[src/rtl/yblock_wb_bridge.sv]
// Wishbone classic slave that drives a yblock's reset, data inputs and config
// shift port, and samples its 48 asynchronous outputs with change tracking.
module yblock_wb_bridge #(
  parameter logic [31:0] BASE_ADR = 32'h3000_0000,
  parameter int          PULSE    = 2
) (
  input  logic        wb_clk_i,
  input  logic        wb_rst_n,
  input  logic        wbs_stb_i,
  input  logic        wbs_cyc_i,
  input  logic        wbs_we_i,
  input  logic [3:0]  wbs_sel_i,
  input  logic [31:0] wbs_adr_i,
  input  logic [31:0] wbs_dat_i,
  output logic        wbs_ack_o,
  output logic [31:0] wbs_dat_o,
  output logic        blk_reset,
  output logic        blk_cclk,
  output logic [15:0] blk_cfg,
  output logic [31:0] blk_in,
  input  logic [47:0] blk_out
);

  localparam logic [3:0] PULSE_LAST = 4'(PULSE - 1);

  typedef enum logic [1:0] {IDLE, LOAD, HIGH, LOW} state_t;

  function automatic logic [15:0] sat_inc(input logic [15:0] v);
    return (v == 16'hFFFF) ? v : v + 16'd1;
  endfunction

  state_t      state, state_nxt;
  logic [3:0]  tmr, tmr_nxt;
  logic        pop;

  logic [15:0] cfg_mem [16];
  logic [3:0]  wr_ptr, rd_ptr;
  logic [4:0]  fifo_cnt;
  logic [15:0] cfg_hold;

  logic [47:0] blk_out_p0, blk_out_p1, blk_out_p2;
  logic        chg, ovf;
  logic [15:0] chg_cnt;

  logic        accept, wr, in_win;
  logic [2:0]  ofs;
  logic        ctrl_wr, cfg_wr, din_wr, stat_wr;
  logic        blk_reset_nxt, start, busy, abort, full, push, chg_set;
  logic [15:0] cfg_data;
  logic [3:0]  cnt_disp;
  logic [31:0] rdata;
  logic        unused_adr;

  assign unused_adr = ^wbs_adr_i[1:0];

  // Bus decode: one acceptance per ack, so a held strobe cannot double-ack
  assign in_win  = (wbs_adr_i[31:5] == BASE_ADR[31:5]);
  assign accept  = wbs_stb_i & wbs_cyc_i & in_win & ~wbs_ack_o;
  assign wr      = accept & wbs_we_i;
  assign ofs     = wbs_adr_i[4:2];
  assign ctrl_wr = wr & (ofs == 3'd0) & wbs_sel_i[0];
  assign cfg_wr  = wr & (ofs == 3'd1) & (|wbs_sel_i[1:0]);
  assign din_wr  = wr & (ofs == 3'd2);
  assign stat_wr = wr & (ofs == 3'd5);

  assign cfg_data = {wbs_sel_i[1] ? wbs_dat_i[15:8] : 8'h00,
                     wbs_sel_i[0] ? wbs_dat_i[7:0]  : 8'h00};

  // A CTRL write carrying reset=1 both aborts a run and refuses to start one
  assign blk_reset_nxt = ctrl_wr ? wbs_dat_i[0] : blk_reset;
  assign start         = ctrl_wr & wbs_dat_i[1] & ~blk_reset_nxt;
  assign busy          = (state != IDLE);
  assign abort         = busy & blk_reset_nxt;

  assign full     = (fifo_cnt == 5'd16);
  assign push     = cfg_wr & ~full;
  assign cnt_disp = fifo_cnt[4] ? 4'hF : fifo_cnt[3:0];

  assign blk_cfg  = (state == LOAD) ? cfg_mem[rd_ptr] : cfg_hold;

  always_comb begin
    state_nxt = state;
    tmr_nxt   = tmr;
    pop       = 1'b0;
    case (state)
      IDLE: if (start && fifo_cnt != 5'd0) state_nxt = LOAD;
      LOAD: begin
        state_nxt = HIGH;
        tmr_nxt   = 4'd0;
      end
      HIGH: begin
        if (tmr == PULSE_LAST) begin
          state_nxt = LOW;
          tmr_nxt   = 4'd0;
        end else begin
          tmr_nxt = tmr + 4'd1;
        end
      end
      LOW: begin
        if (tmr == PULSE_LAST) begin
          pop       = 1'b1;
          tmr_nxt   = 4'd0;
          state_nxt = (fifo_cnt > 5'd1 || push) ? LOAD : IDLE;
        end else begin
          tmr_nxt = tmr + 4'd1;
        end
      end
      default: state_nxt = IDLE;
    endcase
    if (abort) begin
      state_nxt = IDLE;
      tmr_nxt   = 4'd0;
      pop       = 1'b0;
    end
  end

  always_ff @(posedge wb_clk_i or negedge wb_rst_n) begin
    if (!wb_rst_n) begin
      state    <= IDLE;
      tmr      <= 4'd0;
      blk_cclk <= 1'b0;
      cfg_hold <= 16'h0000;
    end else begin
      state    <= state_nxt;
      tmr      <= tmr_nxt;
      blk_cclk <= (state_nxt == HIGH);
      if (state == LOAD) cfg_hold <= cfg_mem[rd_ptr];
    end
  end

  always_ff @(posedge wb_clk_i) begin
    if (push) cfg_mem[wr_ptr] <= cfg_data;
  end

  always_ff @(posedge wb_clk_i or negedge wb_rst_n) begin
    if (!wb_rst_n) begin
      wr_ptr   <= 4'd0;
      rd_ptr   <= 4'd0;
      fifo_cnt <= 5'd0;
    end else if (abort) begin
      wr_ptr   <= 4'd0;
      rd_ptr   <= 4'd0;
      fifo_cnt <= 5'd0;
    end else begin
      if (push) wr_ptr <= wr_ptr + 4'd1;
      if (pop)  rd_ptr <= rd_ptr + 4'd1;
      case ({push, pop})
        2'b10:   fifo_cnt <= fifo_cnt + 5'd1;
        2'b01:   fifo_cnt <= fifo_cnt - 5'd1;
        default: fifo_cnt <= fifo_cnt;
      endcase
    end
  end

  // Stage p0/p1: synchronizer; p2: previous sample for change detection
  always_ff @(posedge wb_clk_i or negedge wb_rst_n) begin
    if (!wb_rst_n) begin
      blk_out_p0 <= '0;
      blk_out_p1 <= '0;
      blk_out_p2 <= '0;
    end else begin
      blk_out_p0 <= blk_out;
      blk_out_p1 <= blk_out_p0;
      blk_out_p2 <= blk_out_p1;
    end
  end

  assign chg_set = (blk_out_p1 != blk_out_p2);

  always_ff @(posedge wb_clk_i or negedge wb_rst_n) begin
    if (!wb_rst_n) begin
      chg     <= 1'b0;
      ovf     <= 1'b0;
      chg_cnt <= 16'h0000;
    end else begin
      chg <= chg_set | (chg & ~(stat_wr & wbs_dat_i[0]));
      ovf <= (cfg_wr & full) | (ovf & ~(stat_wr & wbs_dat_i[1]));
      if (chg_set)
        chg_cnt <= sat_inc((stat_wr && wbs_dat_i[16]) ? 16'h0000 : chg_cnt);
      else if (stat_wr && wbs_dat_i[16])
        chg_cnt <= 16'h0000;
    end
  end

  always_comb begin
    rdata = 32'h0;
    case (ofs)
      3'd0:    rdata = {24'h0, cnt_disp, 1'b0, busy, 1'b0, blk_reset};
      3'd2:    rdata = blk_in;
      3'd3:    rdata = blk_out_p1[31:0];
      3'd4:    rdata = {16'h0, blk_out_p1[47:32]};
      3'd5:    rdata = {chg_cnt, 14'h0, ovf, chg};
      default: rdata = 32'h0;
    endcase
  end

  always_ff @(posedge wb_clk_i or negedge wb_rst_n) begin
    if (!wb_rst_n) begin
      wbs_ack_o <= 1'b0;
      wbs_dat_o <= 32'h0;
      blk_reset <= 1'b1;
      blk_in    <= 32'h0;
    end else begin
      wbs_ack_o <= accept;
      wbs_dat_o <= (accept && !wbs_we_i) ? rdata : 32'h0;
      blk_reset <= blk_reset_nxt;
      if (din_wr) begin
        for (int b = 0; b < 4; b++)
          if (wbs_sel_i[b]) blk_in[8*b +: 8] <= wbs_dat_i[8*b +: 8];
      end
    end
  end

endmodule
[config.mk]
export PLATFORM = sky130hd
export DESIGN_NAME = yblock_wb_bridge
export DESIGN_NICKNAME = d
export VERILOG_FILES = /design/src/rtl/yblock_wb_bridge.sv
export SDC_FILE = /design/constraint.sdc
export NUM_CORES = 1
export LEC_CHECK = 0
export ABC_AREA = 1
export CAP_MARGIN = 20
export CORE_MARGIN = 5
export CORE_UTILIZATION = 45
export DETAILED_ROUTE_END_ITERATION = 16
export PLACE_DENSITY_LB_ADDON = 0.08
export SETUP_SLACK_MARGIN = 0.02
export SLEW_MARGIN = 20
export SYNTH_ARGS = -nofsm -noshare
export SYNTH_HDL_FRONTEND = slang
export SYNTH_SLANG_ARGS = --single-unit
[constraint.sdc]
create_clock -name wb_clk_i -period 2.96 [get_ports wb_clk_i]
set_input_delay 0.296 -clock wb_clk_i [delete_from_list [all_inputs] [get_ports wb_clk_i]]
set_output_delay 0.296 -clock wb_clk_i [all_outputs]
set_load 0.05 [all_outputs]
==> flow_metrics.env <==
export IMPL_status="finished, violations left"
export IMPL_violations="negative setup slack"
export IMPL_die_h_um=222
export IMPL_cp_slowest_cell="dfrtp_4"
export IMPL_synth_seq_area_share_pct=70.8
export IMPL_drtIter0Drc=899
export IMPL_yosysWarnings=0
export IMPL_postSynth_asyncResetShare_pct=50.8
export IMPL_tns_ps=-16.9
export IMPL_critPathMaxStageDelay_ps=560
export IMPL_synth_compound_area_share_pct=8.48
export IMPL_yosys_area_share_simple_pct=12.3
export IMPL_synth_avg_cell_area_um2=12.0
export IMPL_highest_layer="met5"
export IMPL_synth_seq_cells=520
export IMPL_syn_num_nets=1815
export IMPL_crit_path_cell_trace="clkinv_8 > buf_12 > buf_16 > o21ai_1 > o22ai_1 > o21ai_0 > o32ai_1 > buf_4 > mux2_2 > buf_6"
export IMPL_final_max_slew_viol_count=0
export IMPL_dpl_worst_slack_ps=69.5
export IMPL_die_w_um=222
export IMPL_dr_wl_met3_um=3260
export IMPL_design_area_mm2=0.0254
export IMPL_drt_total_wl_um=51600
export IMPL_synthCells=1683
export IMPL_port_buffers=201
export IMPL_synth_mux_area_fraction_pct=2.23
export IMPL_die_area_mm2=0.0492
export IMPL_placed_cell_area_mm2=0.0234
export IMPL_grt_antenna_before_repair=5
export IMPL_peakVddDrop_mv=0.428
export IMPL_synth_fa_ha_area_share_pct=0.682
export IMPL_worst_slack_ps=-12.0
export IMPL_num_rows=77
export IMPL_fillers=3751
export IMPL_wire_per_inst_um=20.0
export IMPL_gp_congestion=0.824
export IMPL_post_route_period_util_pct=100
export IMPL_final_hold_viol_count=0
export IMPL_drc=0
export IMPL_synthXorXnorAreaFrac_pct=2.30
export IMPL_cp_data_arrival_time_ps=2680
export IMPL_crit_type="flop to primary output"
export IMPL_viasPerCell=5.20
export IMPL_ant_nets=0
export IMPL_maxSlewHeadroom_pct=53.8
export IMPL_grt_pass1_wl_um=80300
export IMPL_cts_buffers=53
export IMPL_p_per_area_mw_per_mm2=600
export IMPL_path_clk_slew_ps=60
export IMPL_post_route_util_pct=57.3
export IMPL_synth_edf_count=256
export IMPL_synthesis_area_mm2=0.0202
export IMPL_drive_gt1_share_pct=13.8
export IMPL_crit_buf_inv=5
export IMPL_synth_top_family_by_area="simple AND/OR/NAND/NOR gates"
export IMPL_period_minus_slack_ps=2970
export IMPL_cts_sinks=520
export IMPL_grt_max_degree=83
export IMPL_required_ps=2660
export IMPL_grt_pass1_vias=13800
export IMPL_tightestPinTransition_ps=693
export IMPL_dpl_hpwl_um=34600
export IMPL_core_region_area_mm2=0.0443
export IMPL_fin_nets=2083
export IMPL_skew_ps=17.3
export IMPL_drtPass1Iterations=5
export IMPL_power_mw=15.2
export IMPL_path_delay_family="buffers and inverters"
export IMPL_critPathMaxFanout=17
export IMPL_start_kind="flop"
export IMPL_clock_fmax_mhz=336
export IMPL_total_leakage_power_nw=9.90
export IMPL_ys_types=44
export IMPL_wl_met2_um=25100
export IMPL_final_setup_viol_count=2
export IMPL_cts_tree="built"
export IMPL_initial_utilization_pct=45.5
export IMPL_crit_path_end_kind="primary output"
export IMPL_cts_buffer_depth=3
export IMPL_num_vias=13400
export IMPL_io_pins=204
export IMPL_grt_overflow_total=0
export IMPL_rsz0062_at_grt="yes"
export IMPL_h_tree_depth=2
export IMPL_clock_latency_ps=600
export IMPL_hold_class="input pin to flop"
export IMPL_track_usage_pct=20.8
export IMPL_maxCapViolCount=0
export IMPL_area_growth_pct=25.9
export IMPL_yosys_most_used_dff="dfrtp_1"
export IMPL_wl_met1_um=21700
export IMPL_root_buffer="clkbuf_16"
==> power breakdown <==
part	switching, mW	internal [mW]	total, mW
combinational	0.530	0.367	0.897
clock	2.72	3.80	6.52
sequential	0.0692	7.76	7.83
total	3.32	11.9	15.2
==> layout make-up <==
| cell class | instances | area [um^2] | area share (%) |
|---|---|---|---|
| sequential | 520 | 14300 | 56.3 |
| inverter | 89 | 347 | 1.36 |
| clock buffer | 74 | 1510 | 5.93 |
| timing repair inverter | 1 | 8.76 | 0.0345 |
| antenna | 1 | 2.50 | 0.00985 |
| tap | 592 | 741 | 2.92 |
| multi-input combinational | 1000 | 5390 | 21.2 |
| timing repair buffer | 286 | 2920 | 11.5 |
| clock inverter | 22 | 190 | 0.749 |
==> sequential cells by signal, indices dropped and copies added (netlist names), 5 cells and up <==
name        flops
cfg_mem       256
blk_out_p0     48
blk_out_p1     48
blk_out_p2     48
blk_in         32
wbs_dat_o      32
cfg_hold       16
chg_cnt        16
fifo_cnt        5
==> synth_stat cells, types with 2 or more instances <==
cell,number,area [um^2]
a31oi_1,29,181
o21ai_0,166,831
edfxtp_1,256,7690
o21ai_1,4,20.0
dfrtp_1,263,6580
o22ai_1,64,400
o32ai_1,19,166
inv_2,5,18.8
ha_1,11,138
nand3_1,41,205
a41oi_1,3,26.3
mux2_2,38,428
mux2_1,2,22.5
clkbuf_1,63,236
xor2_1,24,210
nand4_1,15,93.8
nand4_2,2,25.0
nand2_2,7,43.8
a22oi_1,5,37.5
nor3_1,13,65.1
nand2_1,255,957
a21oi_1,3,15.0
buf_2,6,30.0
buf_6,3,33.8
nor2_2,2,12.5
xnor2_1,29,254
inv_1,84,315
or2_2,6,37.5
nand3_2,3,30.0
nor2_1,248,931
==> layout by cell type (no fill, tap or decap), drive strengths merged, types with 5 or more instances in the layout <==
cell type / n
nor2: 251
buf: 100
nor3: 14
clkinv: 17
clkdlybuf4s50: 184
o22ai: 64
xor2: 24
mux2: 40
inv: 90
o21ai: 170
xnor2: 29
or2: 7
a31oi: 29
nand2: 262
edfxtp: 256
nand3: 45
nand4: 17
a22oi: 5
ha: 11
o32ai: 19
dfrtp: 263
clkbuf: 75
==> final timing paths <==
kind / slack [ps] / cells after the start / start / endpoint
setup / recovery: -10 / 10 / rd_ptr[0] / blk_cfg[11]
setup reg to reg: 640 / 16 / wbs_ack_o / chg_cnt[10]
min in group asynchronous: 280 / 2 / wb_rst_n / blk_out_p1[13]
hold / removal: 140 / 1 / blk_out[6] / blk_out_p0[6]
hold reg to reg: 350 / 0 / blk_out_p0[47] / blk_out_p1[47]
max in group asynchronous: 1830 / 3 / wb_rst_n / wbs_dat_o[12]
==> metal layers <==
metal  track usage, %  vias to the layer above
li1                 -                     6352
met1             26.9                     6658
met2             34.8                      329
met3             5.03                       86
met4             7.18                        8
met5                0                        -
==> cells by family (layout without fill, tap and decap cells) <==
kind of cell               count (synthesis)  count (layout)
DFF                                      520             520
AOI/OAI and AO/OA                        297             297
muxes                                     40              40
other                                      0               1
xor gates and xnor gates                  53              53
and+or+nand+nor                          599             599
adders and majority gates                 11              11
buffers and inverters                    163             472
==> stage by stage <==
stage / instances / hold WS (ps)
5_1_grt: 2585 / 117
3_5_place_dp: 2479 / 335
2_1_floorplan: 1683 / 0.409
3_3_place_gp: 2479 / 332
6_report: 2585 / 144
4_1_cts: 2580 / 107
==> timing repair <==
action / 4_1_cts / 5_1_grt
setup buffers: 3 / 2
resized for setup: 25 / 34
hold buffers: 1 / 0
pin swaps: 1 / 4
gates cloned: 1 / 2
hold endpoints to repair: 75 / 0
endpoints found under the setup margin: 16 / 16
Power figures use the tool's default switching activity.
